**src/rtl/cond_pkg.sv**
```systemverilog
// Shared constants for ARM condition evaluation and NZCV flag handling,
// used by the execute-stage condition unit and the decode-stage predictor.
package cond_pkg;

    localparam logic [3:0] COND_EQ = 4'b0000;
    localparam logic [3:0] COND_NE = 4'b0001;
    localparam logic [3:0] COND_CS = 4'b0010;
    localparam logic [3:0] COND_CC = 4'b0011;
    localparam logic [3:0] COND_MI = 4'b0100;
    localparam logic [3:0] COND_PL = 4'b0101;
    localparam logic [3:0] COND_VS = 4'b0110;
    localparam logic [3:0] COND_VC = 4'b0111;
    localparam logic [3:0] COND_HI = 4'b1000;
    localparam logic [3:0] COND_LS = 4'b1001;
    localparam logic [3:0] COND_GE = 4'b1010;
    localparam logic [3:0] COND_LT = 4'b1011;
    localparam logic [3:0] COND_GT = 4'b1100;
    localparam logic [3:0] COND_LE = 4'b1101;
    localparam logic [3:0] COND_AL = 4'b1110;
    localparam logic [3:0] COND_NV = 4'b1111;

    localparam int FLAG_N = 3;
    localparam int FLAG_Z = 2;
    localparam int FLAG_C = 1;
    localparam int FLAG_V = 0;

    localparam logic [1:0] FW_NONE = 2'b00;
    localparam logic [1:0] FW_CV   = 2'b01;
    localparam logic [1:0] FW_NZ   = 2'b10;
    localparam logic [1:0] FW_ALL  = 2'b11;

endpackage

```
**src/rtl/cond_unit_ex_if.sv**
```systemverilog
// Execute-stage control bundle between the pipeline (master) and the
// conditional-execution unit (slave).
interface cond_unit_ex_if #(
    parameter int CNT_W = 16
);
    logic             valid_e;
    logic             stall_e;
    logic             flush_e;
    logic [3:0]       cond_e;
    logic [1:0]       flag_w_e;
    logic [3:0]       alu_flags;
    logic             reg_w_e;
    logic             mem_w_e;
    logic             pcs_e;
    logic             no_write_e;
    logic             cnt_clr;
    logic [3:0]       flags;
    logic             cond_ex_e;
    logic             reg_write_m;
    logic             mem_write_m;
    logic             pc_src_m;
    logic [CNT_W-1:0] annul_cnt;

    // No handshake: the execute stage advances whenever stall_e and flush_e are both low.
    modport master (
        output valid_e, stall_e, flush_e, cond_e, flag_w_e, alu_flags,
               reg_w_e, mem_w_e, pcs_e, no_write_e, cnt_clr,
        input  flags, cond_ex_e, reg_write_m, mem_write_m, pc_src_m, annul_cnt
    );

    modport slave (
        input  valid_e, stall_e, flush_e, cond_e, flag_w_e, alu_flags,
               reg_w_e, mem_w_e, pcs_e, no_write_e, cnt_clr,
        output flags, cond_ex_e, reg_write_m, mem_write_m, pc_src_m, annul_cnt
    );
endinterface

```
**src/rtl/cond_eval.sv**
```systemverilog
// Combinational ARM condition-field evaluator: (cond, NZCV) -> pass.
module cond_eval
    import cond_pkg::*;
(
    input  logic [3:0] cond,
    input  logic [3:0] flags,
    output logic       pass
);
    logic n, z, c, v;

    assign n = flags[FLAG_N];
    assign z = flags[FLAG_Z];
    assign c = flags[FLAG_C];
    assign v = flags[FLAG_V];

    always_comb begin
        pass = 1'b0;
        unique case (cond)
            COND_EQ: pass = z;
            COND_NE: pass = !z;
            COND_CS: pass = c;
            COND_CC: pass = !c;
            COND_MI: pass = n;
            COND_PL: pass = !n;
            COND_VS: pass = v;
            COND_VC: pass = !v;
            COND_HI: pass = c && !z;
            COND_LS: pass = !c || z;
            COND_GE: pass = (n == v);
            COND_LT: pass = (n != v);
            COND_GT: pass = !z && (n == v);
            COND_LE: pass = z || (n != v);
            COND_AL: pass = 1'b1;
            COND_NV: pass = 1'b0;
            default: pass = 1'b0;
        endcase
    end
endmodule

```
**src/rtl/cond_unit_ex.sv**
```systemverilog
// Execute-stage conditional-execution unit: owns NZCV, gates write controls
// into EX/MEM, and counts annulled instructions.
module cond_unit_ex
    import cond_pkg::*;
#(
    parameter int         CNT_W     = 16,
    parameter logic [3:0] FLAGS_RST = 4'b0000
) (
    input logic          clk,
    input logic          rst_n,
    cond_unit_ex_if.slave ex
);
    logic [3:0]       flags_q;
    logic [3:0]       flags_nxt;
    logic [CNT_W-1:0] cnt_q;
    logic             pass;
    logic             adv;
    logic             cond_ex;
    logic             annul;
    logic             reg_write_q;
    logic             mem_write_q;
    logic             pc_src_q;

    cond_eval u_cond_eval (
        .cond  (ex.cond_e),
        .flags (flags_q),
        .pass  (pass)
    );

    // Flush dominates stall: either one turns this slot into a bubble.
    assign adv     = !ex.stall_e && !ex.flush_e;
    assign cond_ex = ex.valid_e && !ex.flush_e && pass;
    assign annul   = adv && ex.valid_e && !pass;

    always_comb begin
        flags_nxt = flags_q;
        if (adv && cond_ex) begin
            if ((ex.flag_w_e & FW_NZ) != FW_NONE) begin
                flags_nxt[FLAG_N] = ex.alu_flags[FLAG_N];
                flags_nxt[FLAG_Z] = ex.alu_flags[FLAG_Z];
            end
            if ((ex.flag_w_e & FW_CV) != FW_NONE) begin
                flags_nxt[FLAG_C] = ex.alu_flags[FLAG_C];
                flags_nxt[FLAG_V] = ex.alu_flags[FLAG_V];
            end
        end
    end

    always_ff @(posedge clk) begin
        if (!rst_n) begin
            flags_q     <= FLAGS_RST;
            reg_write_q <= 1'b0;
            mem_write_q <= 1'b0;
            pc_src_q    <= 1'b0;
            cnt_q       <= '0;
        end else begin
            flags_q <= flags_nxt;
            if (adv) begin
                reg_write_q <= cond_ex && ex.reg_w_e && !ex.no_write_e;
                mem_write_q <= cond_ex && ex.mem_w_e;
                pc_src_q    <= cond_ex && ex.pcs_e;
            end else begin
                reg_write_q <= 1'b0;
                mem_write_q <= 1'b0;
                pc_src_q    <= 1'b0;
            end
            // Clear beats a simultaneous increment; the count sticks at all-ones.
            if (ex.cnt_clr) begin
                cnt_q <= '0;
            end else if (annul && (cnt_q != '1)) begin
                cnt_q <= cnt_q + 1'b1;
            end
        end
    end

    assign ex.flags       = flags_q;
    assign ex.cond_ex_e   = cond_ex;
    assign ex.reg_write_m = reg_write_q;
    assign ex.mem_write_m = mem_write_q;
    assign ex.pc_src_m    = pc_src_q;
    assign ex.annul_cnt   = cnt_q;
endmodule

```
**src/flat_wrapper.sv**
```systemverilog
// flat-port wrapper written by rule: the top's interface ports become plain ports
module cond_unit_ex_flat import cond_pkg::*;
#(
    parameter int         CNT_W     = 16,
    parameter logic [3:0] FLAGS_RST = 4'b0000
)
  (clk, rst_n, ex_valid_e, ex_stall_e, ex_flush_e, ex_cond_e, ex_flag_w_e, ex_alu_flags, ex_reg_w_e, ex_mem_w_e, ex_pcs_e, ex_no_write_e, ex_cnt_clr, ex_flags, ex_cond_ex_e, ex_reg_write_m, ex_mem_write_m, ex_pc_src_m, ex_annul_cnt);
  cond_unit_ex_if #(.CNT_W(CNT_W)) ex_i ();
  input logic clk;
  input logic rst_n;
  input wire logic [$bits(ex_i.valid_e)-1:0] ex_valid_e;
  input wire logic [$bits(ex_i.stall_e)-1:0] ex_stall_e;
  input wire logic [$bits(ex_i.flush_e)-1:0] ex_flush_e;
  input wire logic [$bits(ex_i.cond_e)-1:0] ex_cond_e;
  input wire logic [$bits(ex_i.flag_w_e)-1:0] ex_flag_w_e;
  input wire logic [$bits(ex_i.alu_flags)-1:0] ex_alu_flags;
  input wire logic [$bits(ex_i.reg_w_e)-1:0] ex_reg_w_e;
  input wire logic [$bits(ex_i.mem_w_e)-1:0] ex_mem_w_e;
  input wire logic [$bits(ex_i.pcs_e)-1:0] ex_pcs_e;
  input wire logic [$bits(ex_i.no_write_e)-1:0] ex_no_write_e;
  input wire logic [$bits(ex_i.cnt_clr)-1:0] ex_cnt_clr;
  output wire logic [$bits(ex_i.flags)-1:0] ex_flags;
  output wire logic [$bits(ex_i.cond_ex_e)-1:0] ex_cond_ex_e;
  output wire logic [$bits(ex_i.reg_write_m)-1:0] ex_reg_write_m;
  output wire logic [$bits(ex_i.mem_write_m)-1:0] ex_mem_write_m;
  output wire logic [$bits(ex_i.pc_src_m)-1:0] ex_pc_src_m;
  output wire logic [$bits(ex_i.annul_cnt)-1:0] ex_annul_cnt;
  assign ex_i.valid_e = ex_valid_e;
  assign ex_i.stall_e = ex_stall_e;
  assign ex_i.flush_e = ex_flush_e;
  assign ex_i.cond_e = ex_cond_e;
  assign ex_i.flag_w_e = ex_flag_w_e;
  assign ex_i.alu_flags = ex_alu_flags;
  assign ex_i.reg_w_e = ex_reg_w_e;
  assign ex_i.mem_w_e = ex_mem_w_e;
  assign ex_i.pcs_e = ex_pcs_e;
  assign ex_i.no_write_e = ex_no_write_e;
  assign ex_i.cnt_clr = ex_cnt_clr;
  assign ex_flags = ex_i.flags;
  assign ex_cond_ex_e = ex_i.cond_ex_e;
  assign ex_reg_write_m = ex_i.reg_write_m;
  assign ex_mem_write_m = ex_i.mem_write_m;
  assign ex_pc_src_m = ex_i.pc_src_m;
  assign ex_annul_cnt = ex_i.annul_cnt;
  cond_unit_ex #(.CNT_W(CNT_W), .FLAGS_RST(FLAGS_RST)) u_core (.clk(clk), .rst_n(rst_n), .ex(ex_i));
endmodule
```
**config.mk**
```make
export PLATFORM = sky130hd
export DESIGN_NAME = cond_unit_ex_flat
export DESIGN_NICKNAME = d
export VERILOG_FILES = /design/src/rtl/cond_pkg.sv /design/src/rtl/cond_unit_ex_if.sv /design/src/rtl/cond_eval.sv /design/src/rtl/cond_unit_ex.sv /design/src/flat_wrapper.sv
export SDC_FILE = /design/constraint.sdc
export NUM_CORES = 1
export LEC_CHECK = 0
export ABC_AREA = 0
export ABC_CLOCK_PERIOD_IN_PS = 2300
export CAP_MARGIN = 10
export CELL_PAD_IN_SITES_DETAIL_PLACEMENT = 1
export CELL_PAD_IN_SITES_GLOBAL_PLACEMENT = 2
export CORE_ASPECT_RATIO = 0.5
export CORE_MARGIN = 2
export CORE_UTILIZATION = 25
export DETAILED_ROUTE_END_ITERATION = 12
export PLACE_DENSITY_LB_ADDON = 0.1
export RECOVER_POWER = 100
export SYNTH_ARGS = -nofsm -noshare
export SYNTH_HDL_FRONTEND = slang
export SYNTH_SLANG_ARGS = --single-unit
```
**constraint.sdc**
```tcl
create_clock -name clk -period 2.3 [get_ports clk]
set_clock_uncertainty 0.05 [all_clocks]
set_input_delay 0.345 -clock clk [delete_from_list [all_inputs] [get_ports clk]]
set_output_delay 0.345 -clock clk [all_outputs]
set_load 0.05 [all_outputs]
```
==> reports/metrics.cfg, run 1 <==
[drt]
totalWireLength_um = 3900
wl_per_cell_um = 14.0
ant_nets = 0
drt_first_pass_iters = 4
viasPerCell = 5.04
vias = 1405
drc = 0
drtIter0Drc = 18

[pwr]
p_per_area_mw_per_mm2 = 403
irDropWorstVdd_mv = 0.177
p_clk_share_pct = 33.4
intPower_mw = 0.587
pwr-share-comb_pct = 15.9
p_sw_share_pct = 25.8
leakage_nw = 0.768
p_switching_mw = 0.204
p_seq_share_pct = 50.7

[yosys]
yosysTopAreaCell = dfxtp_1
synth_area_mm2 = 0.00130
muxShareOfSynthArea_pct = 3.93
yosys.area_share.simple_pct = 35.5
synth_edf_count = 0
synth_top_family_by_area = simple AND/OR/NAND/NOR gates
synth_compound_area_share_pct = 19.5
synth-warning-count = 0
synthArstFlopShare_pct = 0
syn_inst = 154
synth.area.top_cells = dfxtp_1, a21oi_1, or3_1
synth_seq_cells = 23
synthesis.nets = 175
yosys_most_used_dff = dfxtp_1
synthXorXnorAreaFrac_pct = 2.02
synth_fa_ha_area_share_pct = 0.960
synth_cell_types = 41
yosysSeqAreaShare_pct = 35.3
synth_top_area_share_pct = 35.3
syn_avg_cell_area_um2 = 8.47

[hold_path]
hold_path_class = reg -> reg

[placement]
dp_hpwl_um = 3070
post-place-ws_ns = -0.288
io_buffers = 43
gp_congestion = 0.752
dp.cells = 275
place_area_mm2 = 0.00192

[timing]
fin_tns_setup_ns = 0
max_freq_mhz = 451
maxSlewHeadroom_pct = 65.0
setup_slack_ns = 0.0841
finalCritPeriodShare_pct = 96.3
setup_viol = 0
tightest_slew_ns = 0.523
finalHoldViolations = 0
fin_crit_ns = 2.22
grt_setup_unrepaired = false
maxSlewViolCount = 0

[setup_path]
cp.arrival_ns = 1.82
critPathMaxFanout = 5
start_kind = primary input
worstSetupEndpointType = output pin
ff2ff_setup_slack_ns = 0.19
required_ns = 1.90
critical_path_class = in -> out

[clock_network]
clock_sinks = 23
path_clk_slew_ns = 0.09
clock_path_buffers = 2
cts_max_level = 1
cts_hold_buf = 0
clockRootBuffer = clkbuf_8
cts_tree = done
clock_latency_ns = 0.27
cts_buffers = 3

[layout]
design_area_mm2 = 0.00196
layout.cells.non_filler = 279
diodes = 0
final_nets = 231
areaGrowthSynthToFinish_pct = 50.4
final_core_util_pct = 39.4
drive_gt1_share_pct = 16.7

[grt]
grt_overflow_total = 0
grt.total_usage_pct = 14.5
grt_pass1_wl_um = 6530
antenna_found_initial = 0
grt_max_degree = 16
grt_pass1_vias = 1347

[floorplanning]
fp.coreArea_mm2 = 0.00498
die_h_um = 55.1
dieArea_mm2 = 0.00584
ios = 44
initial_core_util_pct = 26.2
rows = 18
die_w_um = 106

[job]
cap_violations = 0

[run_status]
status = finished clean

-- flip-flops by register name (all words and copies together), names as in the netlist --
register               count
u_core.ex.annul_cnt       16
u_core.ex.flags            4
u_core.ex.mem_write_m      1
u_core.ex.pc_src_m         1
u_core.ex.reg_write_m      1
-- cell usage in the layout, fill, tap and decap left out, drive strengths merged, types with 5 or more instances in the layout --
master          n
clkdlybuf4s50  15
clkbuf          7
a21oi          16
nand2b          5
buf            13
nand3          13
and4            5
o21ai          10
or4             5
and3            5
nand2          13
or3            11
dfxtp          23
dlygate4sd3    23
-- path summary, 6_finish.rpt --
check,from,to,cells past startpoint
setup / recovery,ex_cond_e[3],ex_cond_ex_e,7
hold / removal,u_core.ex.annul_cnt[15],u_core.ex.annul_cnt[15],2
setup reg to reg,u_core.ex.annul_cnt[0],u_core.ex.annul_cnt[13],7
hold reg to reg,u_core.ex.annul_cnt[15],u_core.ex.annul_cnt[15],2
-- cells in the mapped netlist, drive strengths merged (2+ instances only) --
cell type	instances
dfxtp	23
a21oi	16
nand2	13
nand3	13
or3	11
o21ai	10
and3	5
and4	5
nand2b	5
or4	5
a41o	4
buf	4
mux2i	4
nand4	4
clkbuf	3
o31ai	3
xnor2	3
nor2	2
nor2b	2
o211ai	2
or3b	2
-- cells by family (layout without fill, tap and decap cells) --
family,after synthesis,after routing
AO/OA/AOI/OAI,40,40
XOR/XNOR,3,3
adder cells (fa/ha/maj),1,1
buffers and inverters,7,62
flip-flops,23,23
multiplexers,5,5
AND/OR/NAND/NOR,75,75
-- through the flow --
stage	total power [mW]	hold slack, ns
final	0.790	0.458
after global routing	0.841	0.495
after CTS	0.814	0.469
after detailed placement	0.539	0.450
after global placement	0.537	0.450
after floorplan	0.462	0.446
-- power by group through the flow --
| stage | combinational (mW) | sequential (mW) | clock, mW |
|---|---|---|---|
| final | 0.126 | 0.400 | 0.264 |
| after global routing | 0.137 | 0.401 | 0.303 |
| after CTS | 0.128 | 0.401 | 0.286 |
| after detailed placement | 0.129 | 0.410 | 0 |
| after global placement | 0.127 | 0.410 | 0 |
| after floorplan | 0.0463 | 0.416 | 0 |
-- routing by layer --
metal	wire length [um]	global-route usage, %	vias up
met1	1930	18.5	674
met3	162	4.10	2
met5	0	0	-
met4	12	1.32	0
li1	-	-	704
met2	1790	25.9	25
-- worst max-delay path: stages --
cell           delay (ns)
dlygate4sd2_1        0.27
or2_0                0.24
or4_1                0.42
o21ai_2              0.09
nand2_2              0.09
and3b_2              0.22
buf_12               0.15
-- final cells by class --
class,count,area (um^2)
Fill cell,603,3020
Clock buffer,4,45.0
Multi-Input combinational cell,124,821
Tap cell,70,87.6
Sequential cell,23,469
Timing Repair Buffer,58,538
-- repair_timing --
item,CTS,global route
endpoints found under the setup margin,2,1
hold endpoints to repair,0,0
setup buffers,0,0
gates resized for setup,5,3
(Power assumes the default switching activity.)
==> run 2: changes to the inputs <==
--- a/config.mk
+++ b/config.mk
@@ -14,6 +14,7 @@
 export CORE_MARGIN = 2
 export CORE_UTILIZATION = 25
 export DETAILED_ROUTE_END_ITERATION = 12
+export HOLD_SLACK_MARGIN = 0.12
 export PLACE_DENSITY_LB_ADDON = 0.1
 export RECOVER_POWER = 100
 export SYNTH_ARGS = -nofsm -noshare
==> results of run 2 <==
Final layout, timing and power as in run 1 (identical DEF).
==> run 3: changes to the inputs <==
--- a/config.mk
+++ b/config.mk
@@ -14,9 +14,11 @@
 export CORE_MARGIN = 2
 export CORE_UTILIZATION = 25
 export DETAILED_ROUTE_END_ITERATION = 12
-export HOLD_SLACK_MARGIN = 0.12
+export HOLD_SLACK_MARGIN = 0.05
 export PLACE_DENSITY_LB_ADDON = 0.1
 export RECOVER_POWER = 100
+export REMOVE_ABC_BUFFERS = 1
+export SKIP_CTS_REPAIR_TIMING = 1
 export SYNTH_ARGS = -nofsm -noshare
 export SYNTH_HDL_FRONTEND = slang
 export SYNTH_SLANG_ARGS = --single-unit
==> run 3 against run 2 <==
Effect of this change: sequential cell count unchanged; clock-buffer cell count unchanged; combinational power up 12%; final area up 2.9%; sequential share of layout area down 1.1 points; worst hold slack worse by 0.0035 ns; global-route usage up 0.31 points; register-to-register slack about the same; via count up 1.7%; worst setup slack better by 0.0020 ns; critical path type unchanged; largest cell class unchanged.
==> reports/metrics.cfg, run 3 (synthesized netlist as in run 1, its figures left out) <==
[run_status]
status = finished clean

[pwr]
intPower_mw = 0.596
p_sw_share_pct = 25.9
irDropWorstVdd_mv = 0.184
p_per_area_mw_per_mm2 = 399
p_seq_share_pct = 49.8
leakage_nw = 0.812
pwr-share-comb_pct = 17.5
p_clk_share_pct = 32.7
p_switching_mw = 0.209

[timing]
setup_viol = 0
maxSlewViolCount = 0
tightest_slew_ns = 0.516
maxSlewHeadroom_pct = 65.5
max_freq_mhz = 452
fin_crit_ns = 2.21
fin_tns_setup_ns = 0
finalHoldViolations = 0
finalCritPeriodShare_pct = 96.3
setup_slack_ns = 0.0861

[setup_path]
critPathMaxStageDelay_ns = 0.54
endpoint = ex_cond_ex_e
critPathMaxFanout = 3
r2r-end = u_core.ex.flags[2]
worstPathCellList = dlymetal6s2s_1 > or2_0 > or4_1 > o21ai_4 > nand2_2 > and3b_2 > buf_12
cp_slowest_cell = or4_1
start_kind = primary input
r2r-start = u_core.ex.flags[0]
crit_start = ex_cond_e[2]
critical_path_class = in -> out
required_ns = 1.90
worstSetupEndpointType = output pin
reg2reg_depth = 9
cp.arrival_ns = 1.82
ff2ff_setup_slack_ns = 0.18

[placement]
gp_congestion = 0.780
io_buffers = 43
post-place-ws_ns = -0.317
place_area_mm2 = 0.00193
dp_hpwl_um = 3190

[grt]
grt_max_degree = 13
antenna_found_initial = 0
grt_overflow_total = 0
grt.total_usage_pct = 14.8
grt_pass1_vias = 1403
grt_pass1_wl_um = 6630

[clock_network]
cts_tree = done
clock_path_buffers = 2
clock_latency_ns = 0.27
path_clk_slew_ns = 0.09
cts_buffers = 3
cts_max_level = 1
clockRootBuffer = clkbuf_8
clock_sinks = 23

[layout]
design_area_mm2 = 0.00202
final_nets = 235
diodes = 0
nFillCells = 606
final_cell_mix = dlygate4sd3_1, dfxtp_1, a21oi_1
drive_gt1_share_pct = 17.4
largest_reg_flops = 16
areaGrowthSynthToFinish_pct = 54.8

[hold_path]
hold_path_class = reg -> reg

[floorplanning]
initial_core_util_pct = 26.2
dieArea_mm2 = 0.00584
die_h_um = 55.1
die_w_um = 106
ios = 44
fp.coreArea_mm2 = 0.00498
rows = 18

[drt]
viasPerCell = 5.05
drtIter0Drc = 51
totalWireLength_um = 4220
drc = 0
wl_per_cell_um = 14.9
drt_first_pass_iters = 4
ant_nets = 0
vias = 1429

[job]
cap_violations = 0

-- run 3: layout make-up --
type                       instances  area, um^2  area share [%]
timing repair buffer              62         573            28.4
sequential                        23         460            22.8
multi-input combinational        124         852            42.2
clock buffer                       4        45.0            2.23
tap                               70        87.6            4.34
-- run 3: critical path: cells and delay by family --
| kind | cells | cell delay, ns |
|---|---|---|
| AOI/OAI and AO/OA | 1 | 0.09 |
| buffers and inverters | 2 | 0.29 |
| and+or+nand+nor | 4 | 1.10 |
-- run 3: stage by stage --
| stage | total power, mW | util, % | hold WS, ns | std cells |
|---|---|---|---|---|
| 5_1_grt | 0.844 | 40.5 | 0.510 | 283 |
| 3_3_place_gp | 0.544 | 38.8 | 0.438 | 278 |
| 4_1_cts | 0.818 | 39.7 | 0.464 | 282 |
| 3_5_place_dp | 0.547 | 38.8 | 0.450 | 278 |
| 6_report | 0.805 | 40.5 | 0.455 | 283 |
| 2_1_floorplan | 0.457 | - | 0.441 | 147 |
-- run 3: how the worst min path moves through the flow --
stage,start,to,slack (ns),cells after the start
2_1_floorplan,rst_n,u_core.ex.mem_write_m,0.44,1
3_3_place_gp,u_core.ex.annul_cnt[15],u_core.ex.annul_cnt[15],0.44,2
3_5_place_dp,u_core.ex.annul_cnt[15],u_core.ex.annul_cnt[15],0.45,2
4_1_cts,u_core.ex.annul_cnt[15],u_core.ex.annul_cnt[15],0.46,2
5_1_grt,u_core.ex.annul_cnt[15],u_core.ex.annul_cnt[15],0.51,2
6_report,u_core.ex.annul_cnt[15],u_core.ex.annul_cnt[15],0.45,2
-- run 3: per-layer routing --
layer  GRT usage, %  up-vias  share of wire, %  wire length (um)
li1               -      712                 -                 -
met1           18.4      680                49              2050
met2           26.2       33                45              1920
met3           4.45        4               5.3               222
met4           2.63        0              0.59                25
met5              0        -                 0                 0
-- run 3: power groups by stage --
stage | Clock [mW] | Sequential [mW] | Combinational [mW]
final | 0.263 | 0.401 | 0.141
after global routing | 0.290 | 0.402 | 0.152
after CTS | 0.280 | 0.402 | 0.137
after detailed placement | 0 | 0.411 | 0.136
after global placement | 0 | 0.411 | 0.133
after floorplan | 0 | 0.417 | 0.0399
